[config.mk]
export PLATFORM = sky130hd
export DESIGN_NAME = fetch_wait_ctrl
export DESIGN_NICKNAME = d
export VERILOG_FILES = /design/src/rtl/fetch_wait_ctrl_pkg.sv /design/src/rtl/fetch_wait_ctrl_wait_counter.sv /design/src/rtl/fetch_wait_ctrl.sv
export SDC_FILE = /design/constraint.sdc
export NUM_CORES = 1
export LEC_CHECK = 0
export CORE_ASPECT_RATIO = 1.75
export CORE_MARGIN = 2
export CORE_UTILIZATION = 44
export CTS_CLUSTER_SIZE = 28
export DETAILED_ROUTE_END_ITERATION = 10
export GPL_ROUTABILITY_DRIVEN = 1
export HOLD_SLACK_MARGIN = 0.15
export PLACE_DENSITY_LB_ADDON = 0.1
export REMOVE_ABC_BUFFERS = 1
export SYNTH_ARGS = -nofsm -noshare
export SYNTH_HDL_FRONTEND = slang
export SYNTH_SLANG_ARGS = --single-unit
[constraint.sdc]
create_clock -name clk -period 4.02 [get_ports clk]
set_input_delay 1.206 -clock clk [delete_from_list [all_inputs] [get_ports clk]]
set_output_delay 1.206 -clock clk [all_outputs]
set_load 0.005 [all_outputs]
[src/rtl/fetch_wait_ctrl_pkg.sv]
// -----------------------------------------------------------------------------
// fetch_wait_ctrl_pkg
//   Shared definitions for the instruction-fetch wait controller:
//   FSM state encodings, counter widths and the default NOP instruction word.
// -----------------------------------------------------------------------------
package fetch_wait_ctrl_pkg;

  typedef enum logic [1:0] {
    FW_IDLE   = 2'd0,
    FW_ACCESS = 2'd1,
    FW_DONE   = 2'd2
  } fw_state_e;

  localparam int          FW_CNT_W     = 4;   // wait-state counter width
  localparam int          FW_TMR_W     = 8;   // timeout timer width
  localparam logic [15:0] FW_NOP_INSTR = 16'h0000;

endpackage

[src/rtl/fetch_wait_ctrl_wait_counter.sv]
// -----------------------------------------------------------------------------
// wait_counter
//   Loadable up-counter that saturates at MAX and flags terminal count.
//   Ports:
//     clk  in  system clock, rising edge
//     rst  in  asynchronous reset, active-high (count -> 0)
//     load in  clear the count to zero (has priority over inc)
//     inc  in  advance the count by one, holding at MAX
//     tc   out count has reached MAX
// -----------------------------------------------------------------------------
module wait_counter
  import fetch_wait_ctrl_pkg::*;
#(
  parameter int           W   = FW_CNT_W,
  parameter logic [W-1:0] MAX = '0
) (
  input  logic clk,
  input  logic rst,
  input  logic load,
  input  logic inc,
  output logic tc
);

  logic [W-1:0] cnt_q;
  logic [W-1:0] cnt_d;

  always_comb begin
    cnt_d = cnt_q;
    if (load) begin
      cnt_d = '0;
    end else if (inc && (cnt_q != MAX)) begin
      cnt_d = cnt_q + W'(1);
    end
  end

  always_ff @(posedge clk or posedge rst) begin
    if (rst) begin
      cnt_q <= '0;
    end else begin
      cnt_q <= cnt_d;
    end
  end

  assign tc = (cnt_q == MAX);

endmodule

[src/rtl/fetch_wait_ctrl.sv]
// -----------------------------------------------------------------------------
// fetch_wait_ctrl
//   Memory-side responder to the CPU sequencer's fetch phase. Runs one
//   instruction read per fetch, inserts WAIT_STATES access cycles before
//   mem_ready is honoured, and stalls the sequencer via needWait until the
//   word is latched.
//
//   Optional feature macro: FETCH_TIMEOUT_EN
//     defined   : an 8-bit timer aborts an ACCESS lasting TIMEOUT cycles,
//                 delivers NOP_INSTR and sets the sticky fetch_err flag.
//     undefined : ACCESS waits indefinitely; fetch_err is tied 0.
//
//   Ports:
//     clk       in   system clock, rising edge
//     rst       in   asynchronous reset, active-high
//     fetch_en  in   sequencer is in its fetch phase
//     pc        in   fetch address, sampled when leaving IDLE
//     needWait  out  stall request to the sequencer (combinational)
//     mem_rd    out  memory read strobe
//     mem_addr  out  latched fetch address
//     mem_rdata in   memory read data
//     mem_ready in   memory data valid this cycle
//     instr     out  last fetched instruction
//     fetch_err out  sticky timeout flag
// -----------------------------------------------------------------------------
module fetch_wait_ctrl
  import fetch_wait_ctrl_pkg::*;
#(
  parameter int                ADDR_W      = 16,
  parameter int                DATA_W      = 16,
  parameter int                WAIT_STATES = 2,
  parameter int                TIMEOUT     = 64,
  parameter logic [DATA_W-1:0] NOP_INSTR   = DATA_W'(FW_NOP_INSTR)
) (
  input  logic              clk,
  input  logic              rst,
  input  logic              fetch_en,
  input  logic [ADDR_W-1:0] pc,
  output logic              needWait,
  output logic              mem_rd,
  output logic [ADDR_W-1:0] mem_addr,
  input  logic [DATA_W-1:0] mem_rdata,
  input  logic              mem_ready,
  output logic [DATA_W-1:0] instr,
  output logic              fetch_err
);

  if (WAIT_STATES < 0 || WAIT_STATES > 15) begin : g_bad_wait_states
    $error("fetch_wait_ctrl: WAIT_STATES must be within 0..15");
  end
  if (TIMEOUT < 1 || TIMEOUT > 256) begin : g_bad_timeout
    $error("fetch_wait_ctrl: TIMEOUT must be within 1..256");
  end

  fw_state_e         state_q,    state_d;
  logic              mem_rd_q,   mem_rd_d;
  logic [ADDR_W-1:0] mem_addr_q, mem_addr_d;
  logic [DATA_W-1:0] instr_q,    instr_d;
  logic              fetch_err_q, fetch_err_d;

  logic cnt_load;
  logic cnt_inc;
  logic cnt_tc;

  // Access wait-state counter: cleared on fetch start, counts ACCESS cycles.
  wait_counter #(
    .W   (FW_CNT_W),
    .MAX (FW_CNT_W'(WAIT_STATES))
  ) u_wait_cnt (
    .clk  (clk),
    .rst  (rst),
    .load (cnt_load),
    .inc  (cnt_inc),
    .tc   (cnt_tc)
  );

`ifdef FETCH_TIMEOUT_EN
  logic tmr_tc;

  // Timeout timer shares load/inc with the wait counter; terminal count is
  // reached on the TIMEOUT-th ACCESS cycle.
  wait_counter #(
    .W   (FW_TMR_W),
    .MAX (FW_TMR_W'(TIMEOUT - 1))
  ) u_timeout_tmr (
    .clk  (clk),
    .rst  (rst),
    .load (cnt_load),
    .inc  (cnt_inc),
    .tc   (tmr_tc)
  );
`else
  logic unused_cfg;
  assign unused_cfg = ^{NOP_INSTR, TIMEOUT};
`endif

  always_comb begin
    state_d     = state_q;
    mem_rd_d    = mem_rd_q;
    mem_addr_d  = mem_addr_q;
    instr_d     = instr_q;
    fetch_err_d = fetch_err_q;
    cnt_load    = 1'b0;
    cnt_inc     = 1'b0;

    case (state_q)
      FW_IDLE: begin
        if (fetch_en) begin
          mem_addr_d = pc;
          cnt_load   = 1'b1;
          mem_rd_d   = 1'b1;
          state_d    = FW_ACCESS;
        end
      end

      FW_ACCESS: begin
        cnt_inc = 1'b1;
        // The sequencer leaving fetch aborts the access without capture.
        if (!fetch_en) begin
          mem_rd_d = 1'b0;
          state_d  = FW_IDLE;
        end else if (cnt_tc && mem_ready) begin
          instr_d  = mem_rdata;
          mem_rd_d = 1'b0;
          state_d  = FW_DONE;
        end
`ifdef FETCH_TIMEOUT_EN
        else if (tmr_tc) begin
          instr_d     = NOP_INSTR;
          fetch_err_d = 1'b1;
          mem_rd_d    = 1'b0;
          state_d     = FW_DONE;
        end
`endif
      end

      FW_DONE: begin
        mem_rd_d = 1'b0;
        state_d  = FW_IDLE;
      end

      // Unused encoding 2'd3 recovers to IDLE.
      default: begin
        mem_rd_d = 1'b0;
        state_d  = FW_IDLE;
      end
    endcase
  end

  always_ff @(posedge clk or posedge rst) begin
    if (rst) begin
      state_q     <= FW_IDLE;
      mem_rd_q    <= 1'b0;
      mem_addr_q  <= '0;
      instr_q     <= '0;
      fetch_err_q <= 1'b0;
    end else begin
      state_q     <= state_d;
      mem_rd_q    <= mem_rd_d;
      mem_addr_q  <= mem_addr_d;
      instr_q     <= instr_d;
      fetch_err_q <= fetch_err_d;
    end
  end

  // Combinational so the sequencer stalls already in the IDLE cycle.
  assign needWait  = fetch_en & (state_q != FW_DONE);
  assign mem_rd    = mem_rd_q;
  assign mem_addr  = mem_addr_q;
  assign instr     = instr_q;
  assign fetch_err = fetch_err_q;

endmodule

==> impl_metrics.json <==
{
  "status": "completed",
  "route.met3.wl_um": 273,
  "synth_cell_types": 28,
  "intPower_mw": 1.06,
  "grt_max_degree": 40,
  "cts_max_level": 2,
  "clock_power_share": 0.197,
  "clockRootBuffer": "clkbuf_8",
  "cp-start-kind": "primary input",
  "post-place-cells": 219,
  "io_buffers": 69,
  "fin_crit_ns": 3.63,
  "antenna_found_initial": 0,
  "synth_top_area_cell": "dfrtp_1",
  "final_net_count": 219,
  "slew_violations": 0,
  "seq_area_frac_synth": 0.615,
  "ys_top_cells_by_count": "dfrtp_1, mux2_2, inv_1, nand2_1",
  "m1WireLength_um": 1090,
  "synth_area_leaders": "dfrtp_1, mux2_2, ha_1",
  "holdWs_ns": 0.506,
  "finalWeightedCongestion": 0.732,
  "seqPwrFrac": 0.435,
  "drt_iter0_markers": 5,
  "top_layer": "met4",
  "gr-usage-all-layers": 0.175,
  "dr.pass1.iters": 4,
  "async_flop_share": 1.00,
  "wl_um": 3290,
  "hpwl_um": 2580,
  "power.total_mw": 1.42,
  "fin_crit_sh": 0.903,
  "cts_resized": 0,
  "timing.rr.end": "instr[5]",
  "cp_max_fo": 5,
  "rrSetupSlack_ns": 2.04,
  "rsz0062_at_grt": "false",
  "min_path_cells": 1,
  "ctsLongestPathBuffers": 2,
  "final-instance-count-excl-fill": 227,
  "cp-end-kind": "primary output",
  "total_leakage_power_nw": 1.05,
  "finalSetupViolations": 0,
  "peakVddDrop_mv": 0.343,
  "cts_tree": "yes",
  "cp-endpoint": "needWait",
  "hold_path_class": "register to register",
  "num_vias": 1120,
  "power_frac_comb": 0.368,
  "synth_edf_count": 0,
  "hold_violations": 0,
  "ys_warn_count": 0,
  "required_ns": 2.81,
  "netlist_area_mm2": 0.00159,
  "dr_wl_met2_um": 1870,
  "rows": 28,
  "postCtsSetupRepairBufs": 0,
  "max_freq_mhz": 276,
  "synth-seq-cells": 39,
  "syn_avg_cell_area_um2": 14.8,
  "cap_violations": 0,
  "area_growth_pct": 52.6,
  "cts.clk_slew.worst_paths_ns": 0.07,
  "grt_overflow": 0,
  "cts_sinks": 39,
  "sw_frac_of_total": 0.253,
  "numCtsBuffers": 5,
  "postSynthCellCount": 107,
  "start_util": 0.462,
  "viasPerCell": 4.93,
  "hold_buffers": 0,
  "drt.antenna.violating_nets": 0,
  "synth_top_cell_area_share": 0.615,
  "die_w_um": 49.4,
  "yosysMostFrequentCell": "dfrtp_1",
  "fp.dieH_um": 83.5,
  "synth-main-ff-cell": "dfrtp_1",
  "setup.worst_path.start": "fetch_en",
  "drc": 0,
  "p_switching_uw": 359,
  "wl_per_cell_um": 14.5,
  "finalSetupTns_ns": 0,
  "crit_type": "primary input to primary output",
  "drive_above_1_share": 0.253,
  "fin_skew_ns": 0.00404,
  "clock_latency_ns": 0.28,
  "dieArea_mm2": 0.00412,
  "pwr_density_cell_mw_per_mm2": 584,
  "core_mm2": 0.00343,
  "r2r_start": "u_wait_cnt.cnt_q[0]",
  "io_pins": 71,
  "grt_pass1_wl_um": 5470,
  "n_antenna_cell": 0,
  "grt_pass1_vias": 1228,
  "r2r_cells": 6,
  "arrival_ns": 2.42
}
-- sequential cells by signal, summed over array words and instances, names as in the netlist --
signal            cells
state_q               2
u_wait_cnt.cnt_q      4
instr                16
mem_rd                1
mem_addr             16
-- cells by family after synthesis --
group / count (synthesis) / synth area share
fa+ha+maj: 2 / 0.0158
simple gates: 13 / 0.0630
flops: 39 / 0.615
mux: 33 / 0.233
other cells: 1 / 0.00236
compound gates: 10 / 0.0426
buf+inv: 9 / 0.0284
-- power groups by stage --
| stage | sequential [mW] | clock [mW] | combinational, mW |
|---|---|---|---|
| after floorplan | 0.625 | 0 | 0.189 |
| after global placement | 0.615 | 0 | 0.513 |
| after detailed placement | 0.627 | 0 | 0.531 |
| after CTS | 0.620 | 0.289 | 0.534 |
| after global routing | 0.638 | 0.304 | 0.566 |
| final | 0.616 | 0.279 | 0.521 |
-- metal layers --
metal | global-route usage | vias to the layer above
met5 | 0 | -
met4 | 0.0833 | 0
met3 | 0.0663 | 5
met2 | 0.312 | 54
met1 | 0.171 | 546
li1 | - | 515
-- placed cells by master (no fill, tap or decap), types with 2 or more instances in the layout --
cell type,instances
nand2_1,3
inv_1,5
dfrtp_1,39
ha_1,2
clkbuf_8,7
clkdlybuf4s50_1,69
o21ai_0,2
buf_4,2
mux2_2,32
a21boi_0,2
-- critical path, stage by stage --
cell	delay (ns)
clkdlybuf4s50_1	0.51
a21boi_0	0.18
clkdlybuf4s50_1	0.52
-- stage by stage --
| step | worst slack, ns | cell area, um2 | util |
|---|---|---|---|
| after floorplan | 1.37 | 1560 | - |
| after global placement | 0.390 | 2320 | 0.677 |
| after detailed placement | 0.381 | 2320 | 0.677 |
| after CTS | 0.381 | 2420 | 0.706 |
| after global routing | 0.322 | 2420 | 0.706 |
| final | 0.391 | 2420 | 0.706 |
-- worst min-delay path by stage --
stage / from / to
3_5_place_dp: mem_addr[1] / mem_addr[1]
2_1_floorplan: state_q[1] / mem_rd
5_1_grt: instr[15] / instr[15]
3_3_place_gp: mem_addr[13] / mem_addr[13]
6_report: mem_addr[4] / mem_addr[4]
4_1_cts: mem_addr[1] / mem_addr[1]
-- cell type report --
type                       count  area (um2)
fill                         278        1010
sequential                    39         976
multi-input combinational     59         567
inverter                       5        18.8
tap                           45        56.3
clock buffer                   8         100
timing repair buffer          71         706
No activity file was read; power rests on OpenSTA's default activity.
==> RTL edit 1: new RTL, same settings <==
Encoding of `fw_state_e`: now one-hot (3 bits for 3 states).
--- a/src/rtl/fetch_wait_ctrl_pkg.sv
+++ b/src/rtl/fetch_wait_ctrl_pkg.sv
@@ -5,10 +5,10 @@
 // -----------------------------------------------------------------------------
 package fetch_wait_ctrl_pkg;
 
-  typedef enum logic [1:0] {
-    FW_IDLE   = 2'd0,
-    FW_ACCESS = 2'd1,
-    FW_DONE   = 2'd2
+  typedef enum logic [2:0] {
+    FW_IDLE   = 3'b001,
+    FW_ACCESS = 3'b010,
+    FW_DONE   = 3'b100
   } fw_state_e;
 
   localparam int          FW_CNT_W     = 4;   // wait-state counter width
Check against the original RTL: no difference found for any inputs over 10 cycles, from zero or initial values and one cycle with rst high; not proved beyond that.
==> RTL edit 1 against the original RTL <==
  * Setup slack worse by 0.019 ns
  * Wire length increased by 3.4%
  * Count of clock-buffer cells in the layout is the same
  * Power fell by 9.5%
  * Critical path depth unchanged
  * Sequential cell count increased by 1
  * Clock power shrank 7%
  * Synthesized area up 6.3%
  * Synthesized cell count rose by 5.6%
  * Design area rose by 3.7%
  * Largest power group unchanged
==> RTL edit 1: results (changes against the original RTL) <==
| Metric | Value |
|---|---|
| Result of the run | finished clean (unchanged) |
| Clock buffer depth | 2 (unchanged) |
| N_diodes | 0 (unchanged) |
| Top cells by area in the synthesized netlist | sky130_fd_sc_hd__dfrtp_1 58%, sky130_fd_sc_hd__mux2_2 15%, sky130_fd_sc_hd__mux2_4 8.0% (was sky130_fd_sc_hd__dfrtp_1 61%, sky130_fd_sc_hd__mux2_2 23%, sky130_fd_sc_hd__ha_1 1.6%) |
| Share of flip-flops with an asynchronous set or reset after synthesis | 100% (unchanged) |
| Number of iterations in the first detailed-routing pass | 2 (was 4) |
| Total instance count after detailed placement | 226 (was 219) |
| CTS root buf | sky130_fd_sc_hd__clkbuf_8 (unchanged) |
| Cell count after synthesis | 113 (was 107) |
| Endpoint of the worst setup timing path | needWait (unchanged) |
| Register-to-register setup slack | 2.04 ns (about the same) |
| Reg clk slew, reported paths | about 0.060 ns |
| Insertion delay to the later sink of the worst-skew pair | 0.28 ns (about the same) |
| Clk_skew | 0.00402 ns (was 0.00404 ns) |
| Most instantiated cells after synthesis | 39 x sky130_fd_sc_hd__dfrtp_1, 23 x sky130_fd_sc_hd__mux2_2, 9 x sky130_fd_sc_hd__mux2_4, 5 x sky130_fd_sc_hd__nand2_1 (was 39 x sky130_fd_sc_hd__dfrtp_1, 32 x sky130_fd_sc_hd__mux2_2, 5 x sky130_fd_sc_hd__inv_1, 3 x sky130_fd_sc_hd__nand2_1) |
| Static power due to leakage | 1.14 nW (was 1.05 nW) |
| Peak supply drop | 0.000356 V (was 0.000343 V) |
| Min-Delay Path Class | reg -> reg (unchanged) |
| Total Routing Usage GR | 17.6% (was 17.5%) |
| Launching element of the worst setup path | fetch_en (unchanged) |
| Via count of the routed design | 1168 (was 1120) |
| Detailed Place HPWL | 2630 microns (was 2580 microns) |
| Number of antenna violations at the first check in global routing | 0 (unchanged) |
| Number of instances resized during post-cts repair | 0 (unchanged) |
| Sequential element share of the synthesized area | 59.4% (was 61.5%) |
| Largest fanout on the critical path | 5 (unchanged) |
| Routability congestion estimate | 0.852 (was 0.732) |
| Fraction of layout cells with a size suffix above 1 | 23.9% (was 25.3%) |
| Reg-to-reg endpoint | mem_addr[1] (was instr[5]) |
| Arrival time at the worst endpoint | 2.44 ns (was 2.42 ns) |
| Routed length per instance | 14.5 microns (about the same) |
| Setup Buffers After CTS | 0 (unchanged) |
| Largest net degree at the start of global routing | 41 (was 40) |
| Max-slew headroom at the worst pin | 39.8% |
| IO Port Bufs | 69 (unchanged) |
| Wire length of the first global-routing pass | 5670 microns (was 5470 microns) |
| Syn. warnings | 0 (unchanged) |
| Number of maximum-capacitance constraint violations | 0 (unchanged) |
| Final wirelength | 3400 microns (was 3290 microns) |
| Number of buffers added by the clock tree synthesis step | 5 (unchanged) |
| Number of cells on the worst reg-to-reg path | 2 (was 6) |
| CTS H-tree lvls | 2 (unchanged) |
| Unique masters post-synth | 31 (was 28) |
| Worst reg2reg path startpoint | state_q[0] (was u_wait_cnt.cnt_q[0]) |
| Initial DRC count | 5 (unchanged) |
==> RTL edit 1: changes by cell type after synthesis, sizes merged, moves of 2 or more <==
cell | unedited run | this run
nand2 | 3 | 5
and2b | 0 | 2
inv | 5 | 3
buf | 2 | 4
clkbuf | 2 | 0
nand4 | 0 | 2
==> RTL edit 1: worst max-delay path: stages <==
cell	delay, ns
sky130_fd_sc_hd__clkdlybuf4s50_1	0.53
sky130_fd_sc_hd__a21boi_0	0.18
sky130_fd_sc_hd__clkdlybuf4s50_1	0.52
==> RTL edit 1: kinds of logic (layout without fill, tap and decap cells) <==
kind of cell	count (synthesis)	count (layout)	synth area share [%]
flip-flops	40	40	59.4
multiplexers	34	34	24.5
AND/OR/NAND/NOR	20	20	8.60
AO/OA/AOI/OAI	9	9	3.41
buffers and inverters	7	82	2.37
adder cells (fa/ha/maj)	2	2	1.48
other	1	1	0.222
==> RTL edit 1: where the power goes <==
| part | switching, mW | leakage (nW) | internal [mW] |
|---|---|---|---|
| registers | 0.0645 | 0.511 | 0.514 |
| clock network | 0.120 | 0.0455 | 0.140 |
| logic | 0.131 | 0.580 | 0.312 |
| total | 0.316 | 1.14 | 0.966 |
==> RTL edit 1: worst min-delay path by stage <==
stage                     slack (ns)  cells after the start            to    startpoint
final                           0.51                      1   mem_addr[0]   mem_addr[0]
after global routing            0.52                      1     instr[15]     instr[15]
after CTS                       0.51                      1   mem_addr[5]   mem_addr[5]
after detailed placement        0.49                      1   mem_addr[5]   mem_addr[5]
after global placement          0.49                      1  mem_addr[12]  mem_addr[12]
after floorplan                 0.46                      1        mem_rd    state_q[2]
==> RTL edit 1: cell type report <==
class	instances	area, sq um
fillers	261	1150
flip-flops and latches	40	1000
repair buffers	71	706
multi-input cells	66	646
clock buffers	8	90.1
well taps	46	57.6
inverters	3	11.3
==> RTL edit 1: stage by stage <==
stage	cell area [sq um]	worst slack, ns
finish	2510	0.372
global route	2510	0.308
CTS	2510	0.361
detailed placement	2420	0.363
global placement	2420	0.382
floorplan	1660	1.41
==> RTL edit 1: metal layers <==
metal	part of all wire (%)	routed length, microns	global-route usage (%)
met1	34	1170	16.8
met2	58	1970	33.7
met3	6.7	227	5.40
met4	1.0	35	6.63
met5	0	0	0
==> RTL edit 2: new RTL, same settings <==
Made on the original files. Add a define of `FETCH_TIMEOUT_EN`.
--- a/src/rtl/fetch_wait_ctrl.sv
+++ b/src/rtl/fetch_wait_ctrl.sv
@@ -23,6 +23,8 @@
 //     instr     out  last fetched instruction
 //     fetch_err out  sticky timeout flag
 // -----------------------------------------------------------------------------
+`define FETCH_TIMEOUT_EN
+
 module fetch_wait_ctrl
   import fetch_wait_ctrl_pkg::*;
 #(
Behaviour: no difference found for any inputs over 10 cycles, from zero or initial values and one cycle with rst high; that may be too few to reach the edited logic, so the function may still have changed.
==> RTL edit 2 against the original RTL <==
  * The flow now finishes with violations (DRC)
  * Sequential cell count is 8 higher
  * Wire length rose by 43%
  * Setup slack worse by 0.21 ns
  * Non-clock buffer count rose by 1
  * Count of clock-buffer cells in the layout shrank 1
  * Die area rose by 43%
  * First-iteration DRC count grew to 17 times the old value
  * Combinational power fell by 22%
  * Design area increased by 28%
  * Sequential share of layout area fell by 2.5 points
  * Power fell by 8.3%
  * Synthesized cell count rose by 96%
  * Cell count is 46% higher
  * Synthesized area grew 46%
  * Largest power group unchanged
==> RTL edit 2: results (changes against the original RTL) <==
| Metric | Value |
|---|---|
| Result of the run | complete, but fails checks (was finished clean) |
| Failing checks | DRC |
| Number of iterations in the first detailed-routing pass | 7 (was 4) |
| IO Port Bufs | 70 (was 69) |
| Most instantiated cells after synthesis | 47 x sky130_fd_sc_hd__dfrtp_1, 27 x sky130_fd_sc_hd__inv_1, 15 x sky130_fd_sc_hd__o21ai_0, 13 x sky130_fd_sc_hd__and4b_1, 12 x sky130_fd_sc_hd__a22oi_1 (was 39 x sky130_fd_sc_hd__dfrtp_1, 32 x sky130_fd_sc_hd__mux2_2, 5 x sky130_fd_sc_hd__inv_1, 3 x sky130_fd_sc_hd__nand2_1) |
| Arrival time at the worst endpoint | 2.63 ns (was 2.42 ns) |
| Largest net degree at the start of global routing | 48 (was 40) |
| Initial DRC count | 85 (was 5) |
| Multiplexer share of the synthesized area | 9.73% (was 23.3%) |
| Total instance count after detailed placement | 323 (was 219) |
| Sequential element share of the synthesized area | 50.8% (was 61.5%) |
| Final wirelength | 4700 microns (was 3290 microns) |
| Setup slack at placement | 0.252 ns (was 0.381 ns) |
| Clk_skew | 0.00416 ns (was 0.00404 ns) |
| Peak supply drop | 0.000284 V (was 0.000343 V) |
| Via count of the routed design | 1804 (was 1120) |
| Fraction of layout cells with a size suffix above 1 | 6.52% (was 25.3%) |
| Final net count | 314 (was 219) |
| Synthesized area divided by synthesized cell count | 11.0 sq um (was 14.8 sq um) |
| Die footprint | 0.00588 sq mm (was 0.00412 sq mm) |
| Unique masters post-synth | 40 (was 28) |
| DRC violations left | 5 (was 0) |
| Largest fanout on the critical path | 2 (was 5) |
| Fillers | 465 (was 278) |
| Static power due to leakage | 1.44 nW (was 1.05 nW) |
| Number of global-route vias before repair | 1735 (was 1228) |
| Synthesized-area fraction occupied by ao, oa, aoi and oai cells | 16.0% (was 4.26%) |
## RTL edit 2: layer usage
| layer | routed length, microns | track usage, % |
|---|---|---|
| met4 | 102 | 7.17 |
| met5 | 0 | 0 |
| met3 | 229 | 3.09 |
| met2 | 2300 | 28.1 |
| met1 | 2060 | 22.2 |
## RTL edit 2: kinds of logic (layout without fill, tap and decap cells)
group,after synthesis,in the layout
simple gates,47,47
mux,19,19
buf+inv,41,107
fa+ha+maj,3,3
flops,47,47
compound gates,53,53
## RTL edit 2: report_power, final
group | switching, mW | total, mW | internal, mW
logic | 0.166 | 0.405 | 0.240
clock network | 0.144 | 0.267 | 0.122
registers | 0.0665 | 0.627 | 0.561
total | 0.377 | 1.30 | 0.923
## RTL edit 2: cell type report
| type | instances | share of cell area (%) |
|---|---|---|
| sequential | 47 | 37.8 |
| multi-input combinational | 122 | 31.1 |
| inverter | 27 | 3.26 |
| clock inverter | 1 | 0.161 |
| clock buffer | 7 | 2.45 |
| tap | 55 | 2.21 |
| timing repair buffer | 72 | 23.0 |
## RTL edit 2: final timing paths
path,from,endpoint,slack (ns),depth (start not counted)
max in group asynchronous,rst,u_timeout_tmr.cnt_q[0],1.99,2
worst max register to register,state_q[1],instr[2],1.98,3
min in group asynchronous,rst,instr[0],1.45,2
worst min register to register,mem_addr[6],mem_addr[6],0.50,1
worst min-delay path,mem_addr[6],mem_addr[6],0.50,1
worst max-delay path,fetch_en,needWait,0.18,3
## RTL edit 2: critical path: cells and delay by family
kind | cells | cell delay [ns]
buffers and inverters | 2 | 1.07
AO/OA/AOI/OAI | 1 | 0.35
## RTL edit 2: through the flow
step	hold slack, ns	area, sq um
4_1_cts	0.504	3110
2_1_floorplan	0.454	2250
3_3_place_gp	0.475	3030
6_report	0.497	3110
3_5_place_dp	0.481	3030
5_1_grt	0.511	3110
